`config.mk`:
```
export PLATFORM = sky130hd
export DESIGN_NAME = icache_refill
export DESIGN_NICKNAME = d
export VERILOG_FILES = /design/src/rtl/icache_refill.sv
export SDC_FILE = /design/constraint.sdc
export NUM_CORES = 1
export LEC_CHECK = 0
export BUFFER_PORTS_ARGS = -buffer_cell sky130_fd_sc_hd__buf_2
export CAP_MARGIN = 20
export CORE_AREA = 2 2 254 256
export CTS_BUF_LIST = sky130_fd_sc_hd__clkbuf_4 sky130_fd_sc_hd__clkbuf_8
export CTS_CLUSTER_DIAMETER = 40
export DETAILED_ROUTE_END_ITERATION = 8
export DIE_AREA = 0 0 256 258
export SLEW_MARGIN = 10
export SYNTH_ARGS = -nofsm -noshare
export SYNTH_HDL_FRONTEND = slang
export SYNTH_SLANG_ARGS = --single-unit
```
`constraint.sdc`:
```
create_clock -name clk -period 3.7 [get_ports clk]
set_input_delay 0.555 -clock clk [delete_from_list [all_inputs] [get_ports clk]]
set_output_delay 0.555 -clock clk [all_outputs]
set_load 0.05 [all_outputs]
```
`src/rtl/icache_refill.sv`:
```
// icache_refill: fetches one instruction-cache line from memory, beat by beat, on a miss
// Ports:
//   clk, arst (sync, active-high)          clock and reset
//   i_start, i_miss_addr                   miss request and missed byte address
//   o_busy                                 refill in progress
//   o_mem_req, o_mem_addr                  beat read request, held until acknowledged
//   i_mem_ack, i_mem_rdata, i_mem_err      beat acknowledge, data and bus error
//   o_line, o_line_addr                    assembled line and its line-aligned address
//   o_cache_we                             one-cycle line write strobe
//   o_fault                                one-cycle instruction access fault
// Build option: ICACHE_CRITICAL_WORD_FIRST_EN starts at the missed word and wraps.
module icache_refill #(
    parameter int BLOCK_WIDTH = 512,
    parameter int WORD_SIZE   = 32,
    parameter int ADDR_WIDTH  = 32
) (
    input  logic                   clk,
    input  logic                   arst,
    input  logic                   i_start,
    input  logic [ADDR_WIDTH-1:0]  i_miss_addr,
    output logic                   o_busy,
    output logic                   o_mem_req,
    output logic [ADDR_WIDTH-1:0]  o_mem_addr,
    input  logic                   i_mem_ack,
    input  logic [WORD_SIZE-1:0]   i_mem_rdata,
    input  logic                   i_mem_err,
    output logic [BLOCK_WIDTH-1:0] o_line,
    output logic [ADDR_WIDTH-1:0]  o_line_addr,
    output logic                   o_cache_we,
    output logic                   o_fault
);
    localparam int WORD_COUNT = BLOCK_WIDTH / WORD_SIZE;
    localparam int IDX_W      = $clog2(WORD_COUNT);
    localparam int BYTE_W     = $clog2(WORD_SIZE / 8);
    localparam int OFF_W      = IDX_W + BYTE_W;

    typedef enum logic [1:0] {IDLE, FETCH, FILL, FAULT} state_t;

    state_t           state;
    logic [IDX_W-1:0] beat_cnt;
    logic [IDX_W-1:0] word_idx;
    logic [IDX_W-1:0] start_idx;
    logic [IDX_W-1:0] next_idx;
    logic             last_beat;
    logic             unused_ok;

`ifdef ICACHE_CRITICAL_WORD_FIRST_EN
    assign start_idx = i_miss_addr[OFF_W-1:BYTE_W];
`else
    assign start_idx = '0;
`endif
    // Word index wraps naturally because WORD_COUNT is a power of two.
    assign next_idx  = word_idx + IDX_W'(1);
    assign last_beat = beat_cnt == IDX_W'(WORD_COUNT - 1);
    // Offset bits of the miss address only matter for the starting word, if at all.
    assign unused_ok = ^i_miss_addr[OFF_W-1:0];

    always_ff @(posedge clk) begin
        if (arst) begin
            state       <= IDLE;
            beat_cnt    <= '0;
            word_idx    <= '0;
            o_busy      <= 1'b0;
            o_mem_req   <= 1'b0;
            o_mem_addr  <= '0;
            o_line      <= '0;
            o_line_addr <= '0;
            o_cache_we  <= 1'b0;
            o_fault     <= 1'b0;
        end else begin
            case (state)
                IDLE: if (i_start) begin
                    state       <= FETCH;
                    beat_cnt    <= '0;
                    word_idx    <= start_idx;
                    o_busy      <= 1'b1;
                    o_mem_req   <= 1'b1;
                    o_line_addr <= {i_miss_addr[ADDR_WIDTH-1:OFF_W], {OFF_W{1'b0}}};
                    o_mem_addr  <= {i_miss_addr[ADDR_WIDTH-1:OFF_W], start_idx, {BYTE_W{1'b0}}};
                end
                FETCH: if (i_mem_ack) begin
                    if (i_mem_err) begin
                        state     <= FAULT;
                        o_mem_req <= 1'b0;
                        o_fault   <= 1'b1;
                    end else begin
                        o_line[word_idx*WORD_SIZE +: WORD_SIZE] <= i_mem_rdata;
                        word_idx <= next_idx;
                        beat_cnt <= beat_cnt + IDX_W'(1);
                        if (last_beat) begin
                            state      <= FILL;
                            o_mem_req  <= 1'b0;
                            o_cache_we <= 1'b1;
                        end else begin
                            o_mem_addr <= {o_line_addr[ADDR_WIDTH-1:OFF_W], next_idx, {BYTE_W{1'b0}}};
                        end
                    end
                end
                FILL, FAULT: begin
                    state      <= IDLE;
                    o_busy     <= 1'b0;
                    o_cache_we <= 1'b0;
                    o_fault    <= 1'b0;
                end
            endcase
        end
    end
endmodule

```
==> metrics.md <==
| Metric | Value |
|---|---|
| Routability congestion estimate from global placement | `0.810` |
| Wire length of the first global-routing pass | `135000 microns` |
| Path category of the worst min-delay check | `in -> reg` |
| Kind of capture point of the worst setup path | `flop` |
| Total area of multi-input combinational cells | `9300 sq um` |
| Global router's overall resource usage | `26.6%` |
| Fin Hold WS | `0.0768 ns` |
| Number of global-route vias before repair | `20200` |
| Crit path launch type | `flop` |
| Port Buffers | `634` |
| Worst ir drop on vdd | `0.383 mV` |
| Number of gates resized after CTS | `0` |
| Synthesized area per cell | `8.24 sq um` |
| Remaining number of nets flagged by the antenna check after routing | `0` |
| Cells taking the most area after synthesis | `sky130_fd_sc_hd__dfxtp_1, sky130_fd_sc_hd__nand2_1, sky130_fd_sc_hd__a21oi_1, sky130_fd_sc_hd__o21ai_0, sky130_fd_sc_hd__nand3_1` |
| Cell Chain, Critical Path | `inv_1 -> ha_1 -> or3b_1 -> a2111o_2 -> o31ai_1` |
| Slew headroom | `28.1%` |
| Synthesized instance count | `2668` |
| Count of pins over their slew limit | `0` |
| Summed instance area of the synthesized netlist | `22000 sq um` |
| Num rows | `93` |
| Area taken by flip-flops and latches | `11700 sq um` |
| Root cell of the clock tree | `sky130_fd_sc_hd__clkbuf_8` |
| Unrepaired setup endpoints after global routing | `no` |
| Area of the placeable core | `63600 sq um` |
| # nets final | `3251` |
| Total of hold buffers inserted after clock tree synthesis | `0` |
| Peak clock frequency supported by timing | `0.327 GHz` |
| Final number of setup-violating endpoints | `0` |
| Overflow after GRT | `0` |
| Type of the worst setup path | `reg -> reg` |
| Crit-path max cell delay | `0.86 ns` |
| Estimated wirelength of the detail-placed design | `59400 microns` |
| Number of clock buffers inserted by TritonCTS | `105` |
| Largest net degree at the start of global routing | `187` |
| Later-pin clock latency in the skew report | `0.72 ns` |
| Clock tree from TritonCTS | `yes` |
| Number of distinct library cells after synthesis | `51` |
| Share of the clock period used by the worst path after layout | `82.7%` |
| Maximum net fanout on the critical path | `55` |
| Post-Route WL | `92300 microns` |
| Sequential-to-total area share from yosys stat | `53.0%` |
| Post-synth ARST share | `0%` |
| H-Tree Depth | `3` |
| CP top delay family | `compound AO/OA/AOI/OAI gates` |
| Slew at the pin closest to its max-slew limit | `1.08 ns` |
| Clock-pin slew of the registers on the worst-case setup and hold paths | `0.06 ns` |
| Post-CTS setup-driven buffer insertion count | `0` |
| Data arrival at the endpoint of the critical path | `3.68 ns` |
| Effective utilization at floorplan | `34.6%` |
| Power density cells | `501 nW/um^2` |
| First-pass detailed-route iteration total | `5` |
| Period minus WS final | `3.06 ns` |
| Hold Vio Cnt, Final | `0` |
| Clock buffer depth | `3` |
| Max cap viols | `0` |
| Cell taking the most area after synthesis | `sky130_fd_sc_hd__dfxtp_1` |
| CP bufs+invs | `1` |
| I/O pin count | `649` |
| Required time of the critical path | `4.32 ns` |
| Initial antenna violation count | `2` |
| Yosys warnings | `0` |
| Avg WL per Cell | `22.4 microns` |
| Number of inserted filler cells in the final layout | `6476` |
| Drt drc | `0` |
| Number of DRC markers in iteration 0 | `2073` |
| Number of register bits inferred by synthesis | `582` |
| Via count | `22000` |
| Die W | `256 microns` |
| Clock Sinks | `582` |
| Sum Neg Setup Slack | `0 ns` |
| Number of enable flip-flop cells after synthesis | `0` |
| DR vias/cell | `5.35` |
| Die Span Y | `258 microns` |
| Share of post-route cells with drive strength above 1 | `29.3%` |
| Static leakage | `0.0117 uW` |
| Status | `complete, no violations` |
| Die outline area | `66000 sq um` |
| CP max stage cell | `sky130_fd_sc_hd__a2111o_2` |
| Top cell type's share of synthesized area | `53.0%` |
| Prevailing post-synth register cell | `sky130_fd_sc_hd__dfxtp_1` |
| Worst Skew | `0.0359 ns` |
| Layout-stage area growth over the synthesis result | `28.2%` |
[area by class of cell]
type                            instances  share of cell area [%]
Sequential cell                       582                    41.3
Inverter                                7                   0.102
Clock inverter                         27                    1.43
Multi-Input combinational cell       1788                    33.0
Antenna cell                            1                 0.00888
Clock buffer                          158                    7.05
Timing Repair Buffer                  694                    13.3
Tap cell                              855                    3.80
[final timing paths]
| check | startpoint | endpoint | slack, ns | cells past startpoint |
|---|---|---|---|---|
| setup / recovery | word_idx[0] | o_line[486] | 0.64 | 5 |
| setup reg to reg | word_idx[0] | o_line[486] | 0.64 | 5 |
| hold reg to reg | o_line[30] | o_line[30] | 0.45 | 2 |
| hold / removal | i_miss_addr[23] | o_line_addr[23] | 0.08 | 3 |
[layout by cell type (no fill, tap or decap), types with 30 or more instances in the layout]
cell type                  count
sky130_fd_sc_hd__nand2_1     506
sky130_fd_sc_hd__nor3_1       34
sky130_fd_sc_hd__nand3_1     253
sky130_fd_sc_hd__nand4_1      64
sky130_fd_sc_hd__clkbuf_4     30
sky130_fd_sc_hd__clkbuf_8    128
sky130_fd_sc_hd__buf_4        51
sky130_fd_sc_hd__nor2_1       40
sky130_fd_sc_hd__o21ai_0     255
sky130_fd_sc_hd__a31o_2       43
sky130_fd_sc_hd__dfxtp_1     582
sky130_fd_sc_hd__a21oi_1     351
sky130_fd_sc_hd__buf_2       633
sky130_fd_sc_hd__nor2b_1      33
[Yosys cell counts, drive strengths merged (24+ instances only)]
master and number:
nor3 35, nand3 254, a311oi 26, nand4 64
nor4 35, nor2b 34, o2bb2ai 24, a31o 47
nor2 45, dfxtp 582, buf 51, nand2 506
a21oi 351, clkbuf 247, o21ai 266
[worst reg2reg max path, stage by stage, from the launching register on]
cell and delay (ns):
sky130_fd_sc_hd__dfxtp_1 0.59, sky130_fd_sc_hd__inv_1 0.12, sky130_fd_sc_hd__ha_1 0.43, sky130_fd_sc_hd__or3b_1 0.54
sky130_fd_sc_hd__a2111o_2 0.86, sky130_fd_sc_hd__o31ai_1 0.46
[layer usage]
layer / vias up / wire (microns) / GRT usage [%]
met5: - / 0 / 0
met2: 985 / 43500 / 43.2
met4: 0 / 3160 / 10.3
met1: 10500 / 38800 / 34.5
met3: 192 / 6880 / 5.88
li1: 10300 / - / -
[kinds of logic (layout without fill, tap and decap cells)]
group	count (synthesis)	in the layout	synth area share, %
mux	9	9	0.410
xor+xnor	7	7	0.313
buf+inv	305	886	5.55
compound gates	749	749	19.3
fa+ha+maj	4	4	0.228
other cells	1	9	0.0170
simple gates	1011	1011	21.3
flops	582	582	53.0
[through the flow]
stage          setup slack (ns)  cells  total power [uW]  utilization [%]  cell area, sq um
3_3_place_gp              0.733   3926              7390             40.5             25800
5_1_grt                   0.431   4111             14600             44.3             28200
3_5_place_dp              0.665   3926              7390             40.5             25800
4_1_cts                   0.685   4111             14200             44.3             28200
2_1_floorplan              1.07   2675              7060                -             22000
6_report                  0.640   4112             14100             44.3             28200
[registers in the layout (all words and copies together), names as in the netlist]
signal and flops:
o_mem_addr 30, o_line_addr 26, o_line 512, word_idx 4, state 2, o_cache_we 1, o_mem_req 1, o_fault 1
beat_cnt 4, o_busy 1
[power by group]
part / total [uW] / switching (uW) / internal, uW
combinational: 887 / 725 / 161
sequential: 6370 / 36.7 / 6330
clock: 6860 / 2840 / 4010
No activity file was read; power rests on OpenSTA's default activity.
